==> src/rtl/core101_pkg.sv <==
// Shared defaults and fetch FSM state encodings for the core101 front end.
package core101_pkg;

  localparam int          ADDR_WIDTH_DEF = 32;
  localparam int          INS_WIDTH_DEF  = 32;
  localparam logic [31:0] RESET_PC_DEF   = 32'h0000_0000;
  localparam int          PC_STEP_DEF    = 4;

  localparam logic [1:0] IDLE = 2'd0;
  localparam logic [1:0] REQ  = 2'd1;
  localparam logic [1:0] DROP = 2'd2;

  // Both REQ and DROP keep a read outstanding on the memory port.
  function automatic logic is_busy(input logic [1:0] st);
    return (st == REQ) || (st == DROP);
  endfunction

endpackage

==> src/rtl/fq_fifo_mem.sv <==
// Storage for the fetch queue: DEPTH entries, head exposed combinationally, flushable.
module fq_fifo_mem #(
  parameter int WIDTH = 64,
  parameter int DEPTH = 4
) (
  input  logic                   clk,
  input  logic                   srst,
  input  logic                   flush,
  input  logic                   push,
  input  logic                   pop,
  input  logic [WIDTH-1:0]       push_data,
  output logic [WIDTH-1:0]       head_data,
  output logic [$clog2(DEPTH):0] count
);

  localparam int PW = $clog2(DEPTH);
  localparam int CW = PW + 1;

  logic [WIDTH-1:0] mem_reg [DEPTH];
  logic [PW-1:0]    wr_ptr_reg;
  logic [PW-1:0]    rd_ptr_reg;
  logic [CW-1:0]    count_reg;
  logic             do_push;
  logic             do_pop;

  // Popping an empty queue or pushing a full one is silently ignored.
  assign do_push = push & ~flush & (count_reg != CW'(DEPTH));
  assign do_pop  = pop & ~flush & (count_reg != '0);

  always_ff @(posedge clk) begin
    if (srst || flush) begin
      wr_ptr_reg <= '0;
      rd_ptr_reg <= '0;
      count_reg  <= '0;
    end else begin
      if (do_push) wr_ptr_reg <= wr_ptr_reg + PW'(1);
      if (do_pop)  rd_ptr_reg <= rd_ptr_reg + PW'(1);
      count_reg <= count_reg + CW'(do_push) - CW'(do_pop);
    end
  end

  always_ff @(posedge clk) begin
    if (do_push) mem_reg[wr_ptr_reg] <= push_data;
  end

  assign head_data = mem_reg[rd_ptr_reg];
  assign count     = count_reg;

endmodule

==> src/rtl/fetch_queue.sv <==
// Instruction fetch stage: sequential PC generation, one-outstanding memory reads,
// and a decoupling queue towards decode with halt and branch-redirect flush.
module fetch_queue
  import core101_pkg::*;
#(
  parameter int                    ADDR_WIDTH = ADDR_WIDTH_DEF,
  parameter int                    INS_WIDTH  = INS_WIDTH_DEF,
  parameter int                    DEPTH      = 4,
  parameter logic [ADDR_WIDTH-1:0] RESET_PC   = ADDR_WIDTH'(RESET_PC_DEF),
  parameter int                    PC_STEP    = PC_STEP_DEF
) (
  input  logic                   clock_in,
  input  logic                   reset_in,
  input  logic                   halt_in,
  input  logic                   redirect_valid_in,
  input  logic [ADDR_WIDTH-1:0]  redirect_addr_in,
  output logic [ADDR_WIDTH-1:0]  mem_addr_out,
  output logic                   mem_read_out,
  input  logic                   mem_valid_in,
  input  logic [INS_WIDTH-1:0]   mem_data_in,
  output logic                   dec_valid_out,
  output logic [INS_WIDTH-1:0]   dec_ins_out,
  output logic [ADDR_WIDTH-1:0]  dec_pc_out,
  input  logic                   dec_ready_in,
  output logic [$clog2(DEPTH):0] fq_count_out
);

  localparam int            CW   = $clog2(DEPTH) + 1;
  localparam int            EW   = ADDR_WIDTH + INS_WIDTH;
  localparam logic [CW-1:0] FULL = CW'(DEPTH);

  logic [1:0]            state_reg, state_next;
  logic [ADDR_WIDTH-1:0] fetch_pc_reg, fetch_pc_next;
  logic [ADDR_WIDTH-1:0] drop_addr_reg;
  logic [CW-1:0]         count;
  logic [CW-1:0]         count_after_pop;
  logic [CW-1:0]         count_after_push;
  logic [EW-1:0]         head_data;
  logic                  push;
  logic                  pop;

  // A redirect wins over everything, so it masks both queue operations this cycle.
  assign pop  = (count != '0) & dec_ready_in & ~redirect_valid_in;
  assign push = (state_reg == REQ) & mem_valid_in & ~redirect_valid_in;

  assign count_after_pop  = count - CW'(pop);
  assign count_after_push = count_after_pop + CW'(push);

  always_comb begin
    state_next    = state_reg;
    fetch_pc_next = fetch_pc_reg;
    if (redirect_valid_in) begin
      fetch_pc_next = redirect_addr_in;
      case (state_reg)
        REQ, DROP: state_next = mem_valid_in ? IDLE : DROP;
        default:   state_next = IDLE;
      endcase
    end else begin
      case (state_reg)
        IDLE: if (!halt_in && (count_after_pop < FULL)) state_next = REQ;
        REQ: begin
          if (mem_valid_in) begin
            fetch_pc_next = fetch_pc_reg + ADDR_WIDTH'(PC_STEP);
            state_next    = (!halt_in && (count_after_push < FULL)) ? REQ : IDLE;
          end
        end
        DROP: if (mem_valid_in) state_next = IDLE;
        default: state_next = IDLE;
      endcase
    end
  end

  always_ff @(posedge clock_in) begin
    if (reset_in) begin
      state_reg     <= IDLE;
      fetch_pc_reg  <= RESET_PC;
      drop_addr_reg <= RESET_PC;
    end else begin
      state_reg    <= state_next;
      fetch_pc_reg <= fetch_pc_next;
      if (redirect_valid_in && (state_reg == REQ)) drop_addr_reg <= fetch_pc_reg;
    end
  end

  // fetch_pc already points at the redirect target while the stale read drains,
  // so the abandoned address is replayed on the bus to keep it stable.
  assign mem_addr_out  = (state_reg == DROP) ? drop_addr_reg : fetch_pc_reg;
  assign mem_read_out  = is_busy(state_reg);
  assign dec_valid_out = (count != '0);
  assign {dec_pc_out, dec_ins_out} = head_data;
  assign fq_count_out  = count;

  fq_fifo_mem #(
    .WIDTH (EW),
    .DEPTH (DEPTH)
  ) u_fifo (
    .clk       (clock_in),
    .srst      (reset_in),
    .flush     (redirect_valid_in),
    .push      (push),
    .pop       (pop),
    .push_data ({fetch_pc_reg, mem_data_in}),
    .head_data (head_data),
    .count     (count)
  );

endmodule

==> config.mk <==
export PLATFORM = sky130hd
export DESIGN_NAME = fetch_queue
export DESIGN_NICKNAME = d
export VERILOG_FILES = /design/src/rtl/core101_pkg.sv /design/src/rtl/fq_fifo_mem.sv /design/src/rtl/fetch_queue.sv
export SDC_FILE = /design/constraint.sdc
export NUM_CORES = 1
export LEC_CHECK = 0
export CAP_MARGIN = 20
export CORE_MARGIN = 2
export CORE_UTILIZATION = 45
export DETAILED_ROUTE_END_ITERATION = 16
export PLACE_DENSITY = 0.72
export SYNTH_ARGS = -nofsm -noshare
export SYNTH_HDL_FRONTEND = slang
export SYNTH_SLANG_ARGS = --single-unit
==> constraint.sdc <==
create_clock -name clock_in -period 3.8 [get_ports clock_in]
set_input_delay 0.76 -clock clock_in [delete_from_list [all_inputs] [get_ports clock_in]]
set_output_delay 0.76 -clock clock_in [all_outputs]
set_load 0.05 [all_outputs]
Word-level counts from Yosys, hierarchy flattened
Memories as Yosys holds them, arrays and structs flattened. A register that Yosys moved wholly into a read port is not among the register bits. Cells that the tools add are included.

Add/sub/neg operators: 7. $lt $le $gt $ge: 2. Equality and inequality tests: 6. Muxes and demuxes: 16. Bitwise logic cells: 9. Reductions and logical operators: 13.

Operators with widths (number): $mux W32 (4); $add A32 B3 Y32 const B (1); $mux W2 (8); $ne A3 B3 Y1 const B (4); $and A1 B1 Y1 (8); $add A3 B1 Y3 (2); $lt A3 B3 Y1 const B (2); $pmux W2 S3 (1); $sub A3 B1 Y3 (2); $add A2 B1 Y2 const B (2); $reduce_bool A2 Y1 (2); $logic_and A1 B1 Y1 (3); $mux W1 (3); $reduce_and A3 Y1 (1); $reduce_bool A3 Y1 (1); $eq A2 B1 Y1 const B (1); $eq A2 B2 Y1 const B (1); $logic_not A2 Y1 (1); $logic_or A1 B1 Y1 (2); $reduce_and A2 Y1 (1); $reduce_or A2 Y1 (1); $logic_not A1 Y1 (1); $not A1 Y1 (1).

Flip-flop bits (word level): 73. RAM bits: 256. Logic and storage cells: 60. Memories: 1.

Memory list: u_fifo.mem_reg (depth 4, bits a word 64, read ports 1, clocked after Yosys merged registers in 1, wr ports 1, line fq_fifo_mem.sv:19) `logic [WIDTH-1:0] mem_reg [DEPTH];`.

Logic depth before layout (Yosys ltp)
Gate-level depths: netlist of the first run.

Word-level depth: 11. Depth in mapped cells: 10. Mapped depth without buffers: 10.

Hierarchy
From an unflattened synthesis of the first run, not the netlist that was laid out.

Cells, all modules: 837. Area total of the unflattened synthesis: 13449.1 µm².

By module, submodules not included: fq_fifo_mem (instances 1, cells each 384, area an instance 9795.6 µm², sequential area each 7867.5 µm²); fetch_queue (instances 1, cells each 453, area an instance 3653.5 µm², sequential area each 1321.3 µm²).

Worst setup path after synthesis of the first run
No wires, ideal clock.

Path type: input to register. From: input mem_valid_in. To: memory u_fifo.mem_reg[1][0] (enable). Library setup time: 0.429 ns. Arrival time: 2.945 ns. Slack: 0.426 ns. Stages: 3. Path buffers: 0. Cell sequence: nand2_1 a311oi_2 and2_1.

Longest elaborated chain between the ends: 6.

Ends and longest elaborated chain: start, declared (line fetch_queue.sv:19) `input logic mem_valid_in,`; $and A1 B1 Y1 (2 in series) (line fetch_queue.sv:44) `assign push = (state_reg == REQ) & mem_valid_in & ~redirect_valid_in;`; $and A1 B1 Y1 (2 in series) (line fq_fifo_mem.sv:27) `assign do_push = push & ~flush & (count_reg != CW'(DEPTH));`; via u_fifo.do_push (line fq_fifo_mem.sv:23) `logic do_push;`; $mux W1 (line fq_fifo_mem.sv:43) `if (do_push) mem_reg[wr_ptr_reg] <= push_data;`; $mux W1 (implied by the code) (line fq_fifo_mem.sv:43); end, declared (line fq_fifo_mem.sv:19).

The timed path passes the listed nets, and every way through them passes these cells.

Worst setup path after layout of the first run
From: register state_reg[0]. To: output mem_addr_out[8].

Longest elaborated chain between the ends: 2.

Ends and longest elaborated chain: start, declared (line fetch_queue.sv:32) `logic [1:0] state_reg, state_next;`; start signal, assigned (line fetch_queue.sv:79) `state_reg <= state_next;`; $eq A2 B2 Y1 (line fetch_queue.sv:87) `assign mem_addr_out = (state_reg == DROP) ? drop_addr_reg : fetch_pc_reg;`; $mux W32 (line fetch_queue.sv:87); end, declared (line fetch_queue.sv:17) `output logic [ADDR_WIDTH-1:0] mem_addr_out,`.

No other way between the ends.

==> flow_summary.ini, run 1 <==
[global_route]
grt_max_degree = 41
antenna_found_initial = 1
grt_pass1_wl_um = 45100
grt_pass1_vias = 7584
grt_usage_pct = 19.4
grt-ovfl-total = 0

[yosys]
ys_seq_area_share_pct = 70.3
synth_cells = 801
ys_ff_latch = 331
synth_area_leaders = edfxtp_1 59%, dfxtp_1 11%, mux4_2 11%
netlist_area_um2 = 13100
synthArstFlopShare_pct = 0
synth_largest_area_cell = edfxtp_1
synth_warnings = 0
synth.avg_cell_area_um2 = 16.3
synthTopCellsByCount = 256 x edfxtp_1, 93 x nand2_1, 75 x dfxtp_1, 64 x mux4_2, 45 x a21oi_1
yosysMostFrequentCell = edfxtp_1
ys_types = 46
synth_top_area_share_pct = 58.8
synth_edf_count = 256
synthesis.nets = 884
synthFlopType = edfxtp_1

[sta]
setup_viol = 0
post-route-min-period_ns = 3.63
finalSetupTns_ns = 0
fmax_mhz = 276
clock_skew_ns = 0.0166
period_share_pct = 95.4
drv_slew = 0
worst_slack_ns = 0.173
worst_pin_slew_ns = 0.624
slew_headroom_pct = 58.4
hold_viol = 0
rsz0062_at_grt = false

[power_and_ir_drop]
leakage_nw = 5.30
power_density_nw_per_um2 = 455
fin_total_pwr_w = 0.00747
ir_drop_mv = 0.283

[outcome]
status = completed

[job]
maxCapViolCount = 0

[worst_setup_path]
worstSetupEndpointType = output port
crit_arrival_ns = 2.87
path_class = reg2out
path_max_fanout = 21
cp.required_ns = 3.04
start_kind = register

[placed_design]
gp_congestion = 0.764
place_ws_ns = 0.663
dp_cells = 1338
dp_hpwl_um = 19300
io_buffers = 170

[clock_tree]
cts.clk_slew.worst_paths_ns = 0.06
ctsHoldBuffers = 0
post_cts_buffers = 0
htree_levels = 2
clockBufferDepth = 3
cts.repair.resized = 0
clock_sinks = 331
cts_buffers = 34
root_buffer = clkbuf_16
cts_tree = yes
clock_latency_ns = 0.52

[detailed_routing]
firstDrtPassIters = 5
antenna_left = 0
wl_per_cell_um = 21.1
wl_um = 29500
drc = 0
avgViaCountPerCell = 5.38
drtIter0Drc = 569
num_vias = 7516

[floorplanning]
initial_utilization_pct = 45.7
die_h_um = 174
design.core.area_um2 = 28600
fp-row-count = 62
die_w_um = 174
die-area_um2 = 30400
io_pins = 171

[cells_and_area]
area_growth_pct = 25.5
stdcell_count = 1398
largest_reg_flops = 256
fillers = 2229
drive_gt1_share_pct = 17.9
finalNetCount = 1073

[worst_hold_path]
hold_path.class = reg2reg
-- metal layers --
layer  vias up  global-route usage [%]  part of all wire (%)
li1       3430                       -                     -
met1      3796                    27.7                    44
met2       255                    30.8                    48
met3        35                    3.87                   6.6
met4         0                    4.93                   1.6
met5         -                       0                     0
-- report_power, final --
| group | switching, W | internal [W] |
|---|---|---|
| Clock | 0.00130 | 0.00170 |
| Combinational | 0.000274 | 0.000194 |
| Sequential | 0.0000670 | 0.00394 |
| Total | 0.00164 | 0.00583 |
-- worst max-delay path, stage by stage (launching register included) --
cell             delay, ns
dfxtp_1               0.33
inv_1                 0.11
ha_2                  0.43
buf_4                 0.39
mux2_2                0.38
clkdlybuf4s50_1       0.71
-- final timing paths --
path | start | endpoint | cells after the start | slack (ns)
min reg2reg | drop_addr_reg[31] | drop_addr_reg[31] | 2 | 0.45
max | state_reg[0] | mem_addr_out[8] | 5 | 0.17
min | drop_addr_reg[31] | drop_addr_reg[31] | 2 | 0.45
max reg2reg | state_reg[1] | u_fifo.mem_reg[0][28] | 7 | 1.26
-- cell usage in the layout (no fill, tap or decap), types with 11 or more instances in the layout --
| cell type | Yosys | routed |
|---|---|---|
| edfxtp_1 | 256 | 256 |
| clkdlybuf4s50_1 | 0 | 169 |
| nand2_1 | 93 | 93 |
| dfxtp_1 | 75 | 73 |
| mux4_2 | 64 | 64 |
| a21oi_1 | 45 | 45 |
| nor2_1 | 41 | 41 |
| clkbuf_16 | 0 | 34 |
| mux2_2 | 30 | 30 |
| xor2_1 | 22 | 22 |
| buf_4 | 0 | 19 |
| inv_1 | 15 | 15 |
| nand3_1 | 14 | 14 |
| xnor2_1 | 13 | 13 |
| a211oi_1 | 13 | 13 |
| clkbuf_1 | 30 | 12 |
| ha_1 | 12 | 11 |
-- metrics by stage --
stage / instance area, um^2 / hold WS (ns) / utilization [%]
after floorplan: 13100 / 0.433 / -
final: 16400 / 0.453 / 57.3
after global placement: 15400 / 0.438 / 53.9
after global routing: 16400 / 0.478 / 57.3
after CTS: 16400 / 0.451 / 57.3
after detailed placement: 15400 / 0.443 / 53.9
-- layout make-up --
cell class	count	area [um^2]	share of cell area (%)
multi-input cells	410	3670	22.3
repair buffers	198	2020	12.3
clock inverters	11	68.8	0.419
well taps	384	480	2.93
diodes	1	2.50	0.0152
inverters	15	56.3	0.343
flip-flops and latches	331	9200	56.0
clock buffers	48	923	5.63
-- logic make-up (layout without fill, tap and decap cells) --
kind of cell / Yosys count / in the layout / share of synthesized area, %
mux: 102 / 102 / 14.2
compound gates: 74 / 74 / 3.37
xor+xnor: 35 / 35 / 2.34
buf+inv: 60 / 272 / 1.82
fa+ha+maj: 13 / 13 / 1.30
simple gates: 186 / 186 / 6.71
other cells: 0 / 1 / 0
flops: 331 / 331 / 70.3
(Power assumes the default switching activity.)
==> inputs of run 2 (changes only) <==
--- a/config.mk
+++ b/config.mk
@@ -9,7 +9,8 @@
 export CORE_MARGIN = 2
 export CORE_UTILIZATION = 45
 export DETAILED_ROUTE_END_ITERATION = 16
-export PLACE_DENSITY = 0.72
+export MAX_ROUTING_LAYER = met4
+export PLACE_DENSITY = 0.68
 export SYNTH_ARGS = -nofsm -noshare
 export SYNTH_HDL_FRONTEND = slang
 export SYNTH_SLANG_ARGS = --single-unit
==> run 2 against run 1 <==
Against the previous run:
- sequential power is essentially flat
- critical endpoint is now mem_addr_out[6]
- worst setup slack gained 0.15 ns
- global-route usage increased by 0.47 points
- largest power group unchanged
- largest cell class unchanged
- clock power rose by 9.3%
==> flow_summary.ini, run 2 (synthesis gave the netlist of run 1 again) <==
[outcome]
status = completed

[detailed_routing]
drc = 0
num_vias = 7488
firstDrtPassIters = 4
drtIter0Drc = 531
avgViaCountPerCell = 5.34
antenna_left = 0
wl_per_cell_um = 20.8
wl_um = 29100

[clock_tree]
clockBufferDepth = 3
cts.repair.resized = 0
clock_sinks = 331
cts_tree = yes
ctsHoldBuffers = 0
root_buffer = clkbuf_16
clock_latency_ns = 0.51
htree_levels = 2
cts.clk_slew.worst_paths_ns = 0.05
post_cts_buffers = 0
cts_buffers = 35

[floorplanning]
io_pins = 171
die-area_um2 = 30400
fp-row-count = 62
design.core.area_um2 = 28600
initial_utilization_pct = 45.7
die_h_um = 174
die_w_um = 174

[sta]
worst_pin_slew_ns = 0.711
slew_headroom_pct = 52.6
rsz0062_at_grt = false
setup_viol = 0
fmax_mhz = 288
clock_skew_ns = 0.0171
post-route-min-period_ns = 3.48
hold_ws_ns = 0.452
period_share_pct = 91.5
finalSetupTns_ns = 0
hold_viol = 0
drv_slew = 0

[global_route]
use_met2_pct = 31.5
grt_max_degree = 65
grt.busiest_layer = met2
grt_pass1_wl_um = 44900
grt_pass1_vias = 7747
grt-ovfl-total = 0
gr-usage-met3_pct = 3.72
antenna_found_initial = 3
use_met1_pct = 26.5
grt_usage_pct = 19.9

[worst_setup_path]
cp.depth = 5
cp_cell_sequence = inv_1 -> ha_4 -> buf_4 -> mux2_2 -> clkdlybuf4s50_1
slowest_stage = clkdlybuf4s50_1
path_max_fanout = 19
critical-path-max-stage-delay_ns = 0.71
crit_buf_inv = 3
worstSetupEndpointType = output port
path_class = reg2out
crit_arrival_ns = 2.72
critPathTopFamily = buffers and inverters
r2r_cells = 6
start_kind = register
cp.required_ns = 3.04

[placed_design]
dp_cells = 1335
io_buffers = 170
dp_hpwl_um = 18500
placement.cell_area_um2 = 15400
gp_congestion = 0.824

[cells_and_area]
drive_gt1_share_pct = 18.3
fillers = 2226
regArea_um2 = 9200
largest_reg_flops = 256
fin_area_um2 = 16500
area_growth_pct = 26.2
layout_common_cells = 256 x edfxtp_1, 169 x clkdlybuf4s50_1, 93 x nand2_1, 73 x dfxtp_1, 64 x mux4_2
final_common_cell = edfxtp_1
multi_input_area_um2 = 3680
finalNetCount = 1071
stdcell_count = 1402

[worst_hold_path]
holdPathStages = 2
hold_path.class = reg2reg

[job]
maxCapViolCount = 0

[power_and_ir_drop]
fin_total_pwr_w = 0.00775
ir_drop_mv = 0.271
leakage_nw = 5.36
power_density_nw_per_um2 = 470
==> run 2: changes by cell type in the layout (fill, tap and decap cells not counted), moves of 2 or more <==
cell,previous run,this run
diode_2,1,3
bufinv_16,0,3
clkbuf_16,34,36
buf_4,19,17
clkinv_1,6,4
clkinv_2,1,8
clkbuf_8,2,0
==> run 2: power breakdown <==
group / total, W / switching (W) / internal [W]
Combinational: 0.000477 / 0.000282 / 0.000195
Clock: 0.00328 / 0.00133 / 0.00196
Sequential: 0.00399 / 0.0000546 / 0.00394
==> run 2: cell type report <==
class | instances | share of cell area, %
Sequential cell | 331 | 55.7
Clock inverter | 17 | 1.03
Inverter | 15 | 0.341
Clock buffer | 47 | 5.71
Multi-Input combinational cell | 410 | 22.3
Antenna cell | 3 | 0.0455
Timing Repair Buffer | 195 | 12.0
Tap cell | 384 | 2.91
==> run 2: path summary, 6_finish.rpt <==
| check | slack, ns | start | end |
|---|---|---|---|
| max | 0.32 | state_reg[0] | mem_addr_out[6] |
| max reg2reg | 1.12 | state_reg[1] | u_fifo.mem_reg[2][27] |
| min reg2reg | 0.45 | drop_addr_reg[6] | drop_addr_reg[6] |
| min | 0.45 | drop_addr_reg[6] | drop_addr_reg[6] |
==> run 2: per-layer routing <==
| layer | part of all wire [%] | wire length, um |
|---|---|---|
| met5 | 0 | 0 |
| met4 | 2.0 | 571 |
| met3 | 6.3 | 1840 |
| met2 | 49 | 14200 |
| met1 | 43 | 12500 |
==> run 2: per-stage QoR <==
step	setup slack (ns)	util (%)
after global placement	0.616	53.7
after global routing	0.195	57.7
after detailed placement	0.521	53.7
final	0.322	57.7
after CTS	0.0876	57.6
after floorplan	0.426	-
==> run 2: worst min-delay path, stage by stage, from the launching register on <==
cell	delay, ns
dfxtp_1	0.30
nand2_1	0.05
a21oi_1	0.05
